<file path="src/rtl/faze_pkg.sv">
// Shared light codes, sequencer state encoding and per-direction light decode
// used by the two-direction phase sequencer.
package faze_pkg;

  localparam logic [1:0] ROSU       = 2'b00;
  localparam logic [1:0] GALBEN     = 2'b01;
  localparam logic [1:0] VERDE      = 2'b10;
  localparam logic [1:0] ROSU_TOTAL = 2'b11;

  typedef enum logic [2:0] {
    ROSU_INIT = 3'd0,
    NS_VERDE  = 3'd1,
    NS_GALBEN = 3'd2,
    ROSU_1    = 3'd3,
    EV_VERDE  = 3'd4,
    EV_GALBEN = 3'd5,
    ROSU_2    = 3'd6,
    URGENTA   = 3'd7
  } stare_t;

  // Light code seen by one direction; the other direction's active phases show plain red.
  function automatic logic [1:0] cod_lumina(input stare_t s, input logic dir_ns);
    stare_t verde_s, galben_s, verde_op, galben_op;
    verde_s   = dir_ns ? NS_VERDE  : EV_VERDE;
    galben_s  = dir_ns ? NS_GALBEN : EV_GALBEN;
    verde_op  = dir_ns ? EV_VERDE  : NS_VERDE;
    galben_op = dir_ns ? EV_GALBEN : NS_GALBEN;
    if (s == verde_s)                        return VERDE;
    else if (s == galben_s)                  return GALBEN;
    else if (s == verde_op || s == galben_op) return ROSU;
    else                                     return ROSU_TOTAL;
  endfunction

  function automatic logic tranzit(input stare_t s, input logic dir_ns);
    return s == (dir_ns ? NS_GALBEN : EV_GALBEN);
  endfunction

endpackage

</file>
<file path="src/rtl/contor_faza.sv">
// Saturating phase counter with terminal-count compare against a per-state limit.
module contor_faza #(
  parameter int LATIME_CNT = 8
) (
  input  logic                  clk,
  input  logic                  rst,
  input  logic                  clear,
  input  logic                  inc,
  input  logic [LATIME_CNT-1:0] limita,
  output logic [LATIME_CNT-1:0] cnt,
  output logic                  la_limita
);

  always_ff @(posedge clk) begin
    if (rst || clear)
      cnt <= '0;
    else if (inc && cnt != '1)
      cnt <= cnt + LATIME_CNT'(1);
  end

  assign la_limita = (cnt == limita);

endmodule

</file>
<file path="src/rtl/secventiator_faze.sv">
// Two-direction traffic phase sequencer with emergency all-red override.
// Optional pedestrian green cut enabled by defining PIETON_EN.
module secventiator_faze
  import faze_pkg::*;
#(
  parameter int T_VERDE      = 30,
  parameter int T_GALBEN     = 3,
  parameter int T_ROSU_TOTAL = 2,
  parameter int T_MIN_VERDE  = 10,
  parameter int LATIME_CNT   = 8
) (
  input  logic       clk_i,
  input  logic       rst_i,
  input  logic       enable_i,
  input  logic       tick_i,
  input  logic       urgenta_i,
  input  logic       cerere_pieton_i,
  output logic [1:0] w_ns_o,
  output logic       tranzit_ns_o,
  output logic [1:0] w_ev_o,
  output logic       tranzit_ev_o,
  output logic [2:0] faza_o
);

  localparam logic [LATIME_CNT-1:0] LIM_VERDE  = LATIME_CNT'(T_VERDE - 1);
  localparam logic [LATIME_CNT-1:0] LIM_GALBEN = LATIME_CNT'(T_GALBEN - 1);
  localparam logic [LATIME_CNT-1:0] LIM_ROSU   = LATIME_CNT'(T_ROSU_TOTAL - 1);

  stare_t                  stare, urmator;
  logic [LATIME_CNT-1:0]   limita;
  logic [LATIME_CNT-1:0]   contor;
  logic                    la_limita;
  logic                    pas;
  logic                    gata;
  logic                    taiere;

  assign pas = enable_i & tick_i;

  contor_faza #(.LATIME_CNT(LATIME_CNT)) u_contor (
    .clk       (clk_i),
    .rst       (rst_i),
    .clear     (urmator != stare),
    .inc       (pas && stare != URGENTA),
    .limita    (limita),
    .cnt       (contor),
    .la_limita (la_limita)
  );

`ifdef PIETON_EN
  localparam logic [LATIME_CNT-1:0] LIM_MIN = LATIME_CNT'(T_MIN_VERDE - 1);
  logic cerere;

  // A request arriving on the same edge as the red entry is kept for the next green.
  always_ff @(posedge clk_i) begin
    if (rst_i)
      cerere <= 1'b0;
    else if ((urmator == ROSU_1 || urmator == ROSU_2) && urmator != stare)
      cerere <= cerere_pieton_i;
    else if (cerere_pieton_i)
      cerere <= 1'b1;
  end

  assign taiere = cerere && (stare == NS_VERDE || stare == EV_VERDE) && contor >= LIM_MIN;
`else
  logic unused_pieton;
  assign unused_pieton = cerere_pieton_i ^ (^contor);
  assign taiere = 1'b0;
`endif

  assign gata = pas & (la_limita | taiere);

  always_comb begin
    limita  = LIM_ROSU;
    urmator = stare;
    case (stare)
      NS_VERDE, EV_VERDE:   limita = LIM_VERDE;
      NS_GALBEN, EV_GALBEN: limita = LIM_GALBEN;
      default:              limita = LIM_ROSU;
    endcase
    if (urgenta_i) begin
      urmator = URGENTA;
    end else begin
      case (stare)
        URGENTA:   urmator = ROSU_INIT;
        ROSU_INIT: if (gata) urmator = NS_VERDE;
        NS_VERDE:  if (gata) urmator = NS_GALBEN;
        NS_GALBEN: if (gata) urmator = ROSU_1;
        ROSU_1:    if (gata) urmator = EV_VERDE;
        EV_VERDE:  if (gata) urmator = EV_GALBEN;
        EV_GALBEN: if (gata) urmator = ROSU_2;
        ROSU_2:    if (gata) urmator = NS_VERDE;
        default:   urmator = ROSU_INIT;
      endcase
    end
  end

  // Outputs are decoded from the next state so they change on the same edge as the state.
  always_ff @(posedge clk_i) begin
    if (rst_i) begin
      stare        <= ROSU_INIT;
      w_ns_o       <= ROSU_TOTAL;
      w_ev_o       <= ROSU_TOTAL;
      tranzit_ns_o <= 1'b0;
      tranzit_ev_o <= 1'b0;
      faza_o       <= ROSU_INIT;
    end else begin
      stare        <= urmator;
      w_ns_o       <= cod_lumina(urmator, 1'b1);
      w_ev_o       <= cod_lumina(urmator, 1'b0);
      tranzit_ns_o <= tranzit(urmator, 1'b1);
      tranzit_ev_o <= tranzit(urmator, 1'b0);
      faza_o       <= urmator;
    end
  end

endmodule

</file>
<file path="config.mk">
export PLATFORM = sky130hd
export DESIGN_NAME = secventiator_faze
export DESIGN_NICKNAME = d
export VERILOG_FILES = /design/src/rtl/faze_pkg.sv /design/src/rtl/contor_faza.sv /design/src/rtl/secventiator_faze.sv
export SDC_FILE = /design/constraint.sdc
export NUM_CORES = 1
export LEC_CHECK = 0
export ABC_CLOCK_PERIOD_IN_PS = 4000
export CORE_MARGIN = 2
export CORE_UTILIZATION = 45
export CTS_CLUSTER_SIZE = 20
export DETAILED_ROUTE_END_ITERATION = 6
export PLACE_DENSITY = 0.76
export SYNTH_ARGS = -nofsm -noshare
export SYNTH_HDL_FRONTEND = slang
export SYNTH_SLANG_ARGS = --single-unit
</file>
<file path="constraint.sdc">
create_clock -name clk_i -period 4 [get_ports clk_i]
set_input_delay 0.8 -clock clk_i [delete_from_list [all_inputs] [get_ports clk_i]]
set_output_delay 0.8 -clock clk_i [all_outputs]
set_load 0.005 [all_outputs]
</file>
## Yosys cells after proc, flatten, opt, wreduce, memory -nomap -nowiden

Index checks and enable logic that the tools add are counted.

- $add $sub $neg: 1
- Equality and inequality tests: 15
- Muxes and demuxes: 15
- Bitwise gates (word level): 2
- Reduce and logical (&&, ||, !) cells: 11

Operators with widths:

| operator | count |
|---|---|
| 3-bit 2-to-1 mux | 7 |
| 3-bit one-hot mux with 7 select lines | 1 |
| 3-bit equality test (second input constant) | 6 |
| 5-bit one-hot mux with 2 select lines | 1 |
| 2-bit OR reduction | 5 |
| 3-bit by 2-bit equality test with 1-bit output (second input constant) | 3 |
| 8-bit by 1-bit adder with 8-bit output (second input constant) | 1 |
| 8-bit by 5-bit equality test with 1-bit output | 1 |
| 2-bit 2-to-1 mux | 4 |
| 8-bit inequality test (second input constant) | 1 |
| 3-bit by 1-bit equality test with 1-bit output (second input constant) | 2 |
| 3-bit zero test | 1 |
| 1-bit logical OR | 3 |
| 3-bit inequality test | 1 |
| 3-bit inequality test (second input constant) | 1 |
| 1-bit AND | 2 |
| 1-bit logical AND | 2 |
| 1-bit 2-to-1 mux | 2 |

- Register bits: 17
- Input port bits: 6
- Output and inout bits: 9
- Word-level logic and storage cells: 52

## Depth between registers and ports, before layout

Gate-level depths: netlist of the first run.

- Depth in word-level cells: 13
- Mapped depth: 7
- Depth with buffers taken out: 7

## Cells and area by module

From an unflattened synthesis of the first run, not the netlist that was laid out.

- Cell total of the unflattened synthesis: 122
- Area total of the unflattened synthesis: 1023.5 µm²

Modules (own cells, without submodules):

| module | times used | cells an instance | area an instance (µm²) | sequential area each (µm²) |
|---|---|---|---|---|
| secventiator_faze | 1 | 66 | 514.2 | 180.2 |
| contor_faza | 1 | 56 | 509.2 | 160.2 |

## Worst setup path after synthesis of the first run

Ideal clock, no wire load.

- Kind: input-to-reg
- Start: input enable_i
- End: register tranzit_ns_o
- Library setup time: 0.103 ns
- Data arrival time: 1.950 ns
- Data required time: 3.897 ns
- Path slack: 1.946 ns
- Cell stages on the path: 5
- Path buffers: 0
- Cell sequence: nand2_1 -> nor4_1 -> o221ai_2 -> or3_1 -> a2111oi_2

- Longest elaborated chain between the ends: 6
- Elaborated cells on any way between the ends: 11
- Those cells by class: eq/ne (1); mux (8); bitwise (2)

RTL lines:

| element | RTL line | RTL |
|---|---|---|
| from (decl) | secventiator_faze.sv:14 | `input logic enable_i,` |
| 1-bit AND (*) | secventiator_faze.sv:37 | `assign pas = enable_i & tick_i;` |
| 1-bit AND (*) | secventiator_faze.sv:70 | `assign gata = pas & (la_limita \| taiere);` |
| 3-bit 2-to-1 mux, or another cell as far along | secventiator_faze.sv:85, secventiator_faze.sv:91 |  |
| 3-bit one-hot mux with 7 select lines (*) | secventiator_faze.sv:83 | `case (stare)` |
| 3-bit 2-to-1 mux (*) | secventiator_faze.sv:80 | `if (urgenta_i) begin` |
| 3-bit by 2-bit equality test with 1-bit output (*) | faze_pkg.sv:35 | `return s == (dir_ns ? NS_GALBEN : EV_GALBEN);` |
| to (signal assigned) | secventiator_faze.sv:110 | `tranzit_ns_o <= tranzit(urmator, 1'b1);` |
| to (decl) | secventiator_faze.sv:19 | `output logic tranzit_ns_o,` |

Mark *: on every way between the ends. The rest lies on a longest branch, timed or not.
A chain may end at the register's enable or synchronous reset.

## Worst setup path after layout of the first run

- Start: register stare[1]
- End: register tranzit_ns_o

- Longest elaborated chain between the ends: 9
- Elaborated cells on any way between the ends: 23
- Those cells by class: eq/ne (9); mux (9); bitwise (1); reduce/logical (4)

RTL lines:

| element | RTL line | RTL |
|---|---|---|
| from (decl) | secventiator_faze.sv:29 | `stare_t stare, urmator;` |
| from (signal assigned) | secventiator_faze.sv:107 | `stare <= urmator;` |
| 3-bit equality test, or another cell as far along | secventiator_faze.sv:75, secventiator_faze.sv:83 |  |
| 2-bit OR reduction | secventiator_faze.sv:75 | `case (stare)` |
| 5-bit one-hot mux with 2 select lines | secventiator_faze.sv:75 |  |
| 8-bit by 5-bit equality test with 1-bit output | contor_faza.sv:21 | `assign la_limita = (cnt == limita);` |
| 1-bit AND | secventiator_faze.sv:70 |  |
| 3-bit 2-to-1 mux, or another cell as far along | secventiator_faze.sv:85, secventiator_faze.sv:91 |  |
| 3-bit one-hot mux with 7 select lines (*) | secventiator_faze.sv:83 |  |
| 3-bit 2-to-1 mux (*) | secventiator_faze.sv:80 |  |
| 3-bit by 2-bit equality test with 1-bit output (*) | faze_pkg.sv:35 |  |

Marks and branches as above.

==> results.py, run 1 <==
metrics = {
    "finish": {
        "layout_commonest_cell": "dfxtp_1",
        "fin_area_sq_um": 1070,
        "most-common-layout-cells": "dfxtp_1, nor2_1, clkdlybuf4s50_1",
        "final_nets": 130,
        "syn_to_final_growth_pct": 19.4,
        "drive_gt1_frac": 0.0492,
        "n_antenna_cell": 0,
    },
    "synthesis": {
        "syn_nets": 116,
        "synth_top_area_frac": 0.379,
        "synth_area_leaders": "dfxtp_1, xnor2_1, nor2_1",
        "ys_types": 34,
        "syn_area_sq_um": 897,
        "yosys_warnings": 0,
        "yosysTopAreaCell": "dfxtp_1",
        "syn_inst": 109,
        "synth_seq_cells": 17,
        "avgSynthCellArea_sq_um": 8.23,
        "seq_area_frac_synth": 0.379,
    },
    "global_routing": {
        "grt_pass1_wl_microns": 3240,
        "grt_pass1_vias": 749,
        "grt-ovfl-total": 0,
        "antenna_found_initial": 0,
        "grt_max_degree": 19,
        "grt_use_total": 0.175,
    },
    "placed_design": {
        "placed_area_sq_um": 1040,
        "io_buffers": 13,
        "dpl.hpwl_microns": 1290,
        "post-place-ws_ps": 1160,
        "place_congestion": 0.827,
    },
    "drt": {
        "drc": 0,
        "wl_per_cell_microns": 11.9,
        "drt_iter0_drc": 14,
        "ant_nets": 0,
        "routed_wl_microns": 1770,
        "vias": 823,
        "dr.pass1.iters": 4,
        "viasPerCell": 5.52,
    },
    "timing": {
        "finClkSkew_ps": 11.4,
        "rsz0062_at_grt": "false",
        "min_period_ps": 2610,
        "setup_violations": 0,
        "tns_ps": 0,
        "finalWorstSetupSlack_ps": 1390,
        "drv_slew": 0,
        "finalHoldViolations": 0,
        "worst_pin_slew_ps": 714,
        "min_period_over_period": 0.653,
        "slew_headroom": 0.522,
        "fmax_mhz": 383,
    },
    "setup_path": {
        "crit_start": "stare[1]",
        "required_ps": 4210,
        "crit_type": "reg2reg",
        "cp.arrival_ps": 2820,
        "start_kind": "flop",
        "endpoint_kind": "flop",
        "rrSetupSlack_ps": 1390,
        "cp_max_fo": 18,
        "r2r_start": "stare[1]",
    },
    "clock_tree": {
        "hold_buffers": 0,
        "post-cts-setup-buffers": 0,
        "cts_root_buf": "clkbuf_4",
        "numCtsBuffers": 3,
        "htree_levels": 1,
        "clock_path_buffers": 2,
        "path_clk_slew_ps": 110,
        "cts_resized": 0,
        "clk_latency_ps": 300,
        "cts_tree": "yes",
        "numClockSinks": 17,
    },
    "pwr": {
        "power_density_nw_per_um2": 306,
        "leakagePower_nw": 0.360,
        "ir_drop_mv": 0.192,
    },
    "floorplanning": {
        "io_pins": 15,
        "core_sq_um": 1920,
        "floorplan.initialDensity": 0.467,
        "die_w_microns": 48.7,
        "fp-row-count": 16,
        "die_area_sq_um": 2370,
        "die-height_microns": 48.7,
    },
    "worst_hold_path": {
        "holdCritStartpoint": "u_contor.cnt[5]",
        "hold_path.class": "reg2reg",
    },
    "run": {
        "maxCapViolations": 0,
    },
    "status": {
        "outcome": "complete, no violations",
    },
}
cell usage after synthesis, drive strengths merged:
cell and number:
a2111oi 1, a21boi 2, a21oi 4, a311oi 1, a31oi 2, a41oi 1, and2 3, and3 1
and4 1, and4b 1, buf 2, clkbuf 2, dfxtp 17, ha 1, inv 5, mux2i 2
nand2 7, nand2b 2, nand3 11, nand3b 1, nand4 2, nor2 15, nor3 3, nor4 1
o211ai 2, o21a 1, o21ai 3, o221ai 1, o22ai 1, o41a 1, or3 1, or3b 1
xnor2 8, xor2 2
flip-flops by register name, summed over array words and instances, names as in the netlist:
name,count
w_ev_o,2
tranzit_ev_o,1
u_contor.cnt,8
w_ns_o,2
tranzit_ns_o,1
stare,3
path summary, 6_finish.rpt:
path	endpoint	depth (start not counted)
hold / removal	u_contor.cnt[5]	2
hold reg to reg	u_contor.cnt[5]	2
setup reg to reg	tranzit_ns_o	6
setup / recovery	tranzit_ns_o	6
cells by family (layout without fill, tap and decap cells):
family                   after synthesis  in the layout  share of synthesized area
AND/OR/NAND/NOR                       50             50                      0.279
AO/OA/AOI/OAI                         20             20                      0.167
flip-flops                            17             17                      0.379
XOR/XNOR                              10             10                     0.0976
buffers and inverters                  9             22                     0.0405
multiplexers                           2              2                     0.0223
adder cells (fa/ha/maj)                1              1                     0.0139
cell type report:
type / instances / area, sq um
inverter: 5 / 18.8
clock buffer: 3 / 22.5
timing repair buffer: 13 / 130
clock inverter: 1 / 5.00
sequential: 17 / 340
fill: 200 / 851
multi-input combinational: 83 / 520
tap: 27 / 33.8
power by group:
part	internal, mW	switching, mW
registers	0.175	0.0103
clock network	0.0373	0.0581
logic	0.0251	0.0224
per-stage QoR:
step / instances / hold slack (ps) / power, mW / utilization
2_1_floorplan: 109 / 499 / 0.216 / -
3_3_place_gp: 145 / 528 / 0.235 / 0.543
3_5_place_dp: 145 / 545 / 0.237 / 0.543
4_1_cts: 149 / 571 / 0.331 / 0.557
5_1_grt: 149 / 592 / 0.351 / 0.557
6_report: 149 / 569 / 0.328 / 0.557
per-layer routing:
metal / global-route usage / share of wire / vias up
li1: - / - / 414
met1: 0.198 / 0.44 / 386
met2: 0.297 / 0.50 / 18
met3: 0.0710 / 0.048 / 5
met4: 0.0571 / 0.016 / 0
met5: 0 / 0 / -
worst max-delay path: stages, from the launching register on:
cell and delay (ps):
dfxtp_1 660, or3b_1 440, and4b_1 230, o221ai_2 560, and2_1 250, nand2_1 70
a2111oi_2 300
(Power assumes the default switching activity.)
==> run 2: changes to the inputs <==
--- a/config.mk
+++ b/config.mk
@@ -5,12 +5,12 @@
 export SDC_FILE = /design/constraint.sdc
 export NUM_CORES = 1
 export LEC_CHECK = 0
-export ABC_CLOCK_PERIOD_IN_PS = 4000
+export ABC_CLOCK_PERIOD_IN_PS = 2140
 export CORE_MARGIN = 2
 export CORE_UTILIZATION = 45
 export CTS_CLUSTER_SIZE = 20
 export DETAILED_ROUTE_END_ITERATION = 6
-export PLACE_DENSITY = 0.76
+export PLACE_DENSITY = 0.79
 export SYNTH_ARGS = -nofsm -noshare
 export SYNTH_HDL_FRONTEND = slang
 export SYNTH_SLANG_ARGS = --single-unit
==> constraint.sdc (replaced) <==
create_clock -name clk_i -period 2.14 [get_ports clk_i]
set_input_delay 0.428 -clock clk_i [delete_from_list [all_inputs] [get_ports clk_i]]
set_output_delay 0.428 -clock clk_i [all_outputs]
set_load 0.005 [all_outputs]
==> results.py, run 2 (synthesis gave the netlist of run 1 again) <==
metrics = {
    "status": {
        "outcome": "complete, no violations",
    },
    "placed_design": {
        "dpl.hpwl_microns": 1310,
        "place_congestion": 0.836,
        "io_buffers": 13,
    },
    "clock_tree": {
        "numCtsBuffers": 3,
        "hold_buffers": 0,
        "post-cts-setup-buffers": 0,
        "path_clk_slew_ps": 90,
        "cts_resized": 0,
        "cts_tree": "yes",
        "clock_path_buffers": 2,
        "cts_root_buf": "clkbuf_4",
        "numClockSinks": 17,
        "htree_levels": 1,
        "clk_latency_ps": 290,
    },
    "global_routing": {
        "grt_max_degree": 18,
        "antenna_found_initial": 0,
        "grt_pass1_wl_microns": 3240,
        "grt_use_total": 0.173,
        "grt-ovfl-total": 0,
        "grt_pass1_vias": 783,
    },
    "setup_path": {
        "r2r_start": "stare[2]",
        "critPathSlowestCell": "clkdlybuf4s50_1",
        "start_kind": "input port",
        "critPathTopFamily": "simple AND/OR/NAND/NOR gates",
        "endpoint_kind": "flop",
        "cp_max_fo": 2,
        "r2r_cells": 5,
        "required_ps": 2330,
        "crit_type": "in2reg",
        "rrSetupSlack_ps": 250,
        "cp.arrival_ps": 2090,
        "worst_path_largest_cell_delay_ps": 450,
        "regToRegEndpoint": "tranzit_ns_o",
        "path_cells": "clkdlybuf4s50_1, nand2_1, nor4_1, o221ai_2, or3_1, a2111oi_2",
        "path_buf_inv": 1,
    },
    "timing": {
        "rsz0062_at_grt": "false",
        "slew_headroom": 0.715,
        "finClkSkew_ps": 11.1,
        "min_period_ps": 1900,
        "worst_pin_slew_ps": 424,
        "tns_ps": 0,
        "setup_violations": 0,
        "drv_slew": 0,
        "min_period_over_period": 0.888,
        "fmax_mhz": 526,
        "finalHoldViolations": 0,
    },
    "worst_hold_path": {
        "holdCritStartpoint": "u_contor.cnt[7]",
        "min_to": "u_contor.cnt[7]",
        "holdPathStages": 2,
        "hold_path.class": "reg2reg",
    },
    "floorplanning": {
        "die_w_microns": 48.7,
        "fp-row-count": 16,
        "core_sq_um": 1920,
        "io_pins": 15,
        "die_area_sq_um": 2370,
        "floorplan.initialDensity": 0.467,
        "die-height_microns": 48.7,
    },
    "drt": {
        "drt_iter0_drc": 8,
        "routed_wl_microns": 1760,
        "ant_nets": 0,
        "dr.pass1.iters": 4,
        "wl_per_cell_microns": 11.1,
        "drc": 0,
        "vias": 840,
        "viasPerCell": 5.28,
    },
    "finish": {
        "final_nets": 140,
        "n_antenna_cell": 0,
        "drive_gt1_frac": 0.121,
        "fillCellCount": 196,
        "post-route-util": 0.596,
        "syn_to_final_growth_pct": 27.8,
        "most-common-layout-cells": "dfxtp_1, nor2_1, clkdlybuf4s50_1",
        "largest_reg_flops": 8,
        "layout_commonest_cell": "dfxtp_1",
        "regMostFlops": "u_contor.cnt",
        "top_regs": "u_contor.cnt: 8 flops, stare: 3 flops",
    },
    "pwr": {
        "power.total_mw": 0.617,
        "leakagePower_nw": 0.406,
        "power_density_nw_per_um2": 539,
        "ir_drop_mv": 0.429,
    },
    "run": {
        "maxCapViolations": 0,
    },
}
## run 2: cell count changes in the layout (fill, tap and decap cells not counted), sizes merged
cell  before  now
buf        0   10
## run 2: layout make-up
class | count | area (sq um) | share of cell area
Clock buffer | 3 | 22.5 | 0.0197
Clock inverter | 1 | 5.00 | 0.00437
Inverter | 5 | 18.8 | 0.0164
Multi-Input combinational cell | 83 | 520 | 0.454
Sequential cell | 17 | 340 | 0.297
Tap cell | 27 | 33.8 | 0.0295
Timing Repair Buffer | 23 | 205 | 0.179
## run 2: worst register-to-register path, cell delays in order, from the launching register on
cell       delay, ps
dfxtp_1          320
or3b_1           420
a21oi_1          210
o221ai_2         130
or3_1            370
a2111oi_2        350
## run 2: worst max-delay path by stage
stage,slack (ps),depth (start not counted),from,end
3_3_place_gp,-20,6,enable_i,tranzit_ns_o
3_5_place_dp,-60,6,enable_i,tranzit_ns_o
6_report,240,6,enable_i,tranzit_ns_o
5_1_grt,80,7,stare[2],tranzit_ns_o
4_1_cts,230,5,stare[2],tranzit_ns_o
2_1_floorplan,190,5,stare[1],tranzit_ns_o
## run 2: metrics by stage
stage	instances	cell area, sq um	worst slack, ps	hold slack (ps)
after global placement	155	1120	-18.9	522
after global routing	159	1150	84.9	598
after CTS	159	1150	230	569
after floorplan	109	897	186	497
final	159	1150	239	563
after detailed placement	155	1120	-64.2	539
## run 2: routing by layer
layer	share of wire	GRT usage
met5	0	0
met4	0.0079	0.0714
met3	0.030	0.0401
met2	0.50	0.295
met1	0.46	0.208
## run 2: report_power, final
| part | switching, mW | internal (mW) | total (mW) |
|---|---|---|---|
| Sequential | 0.00431 | 0.327 | 0.331 |
| Clock | 0.0991 | 0.0695 | 0.169 |
| Combinational | 0.0589 | 0.0584 | 0.117 |
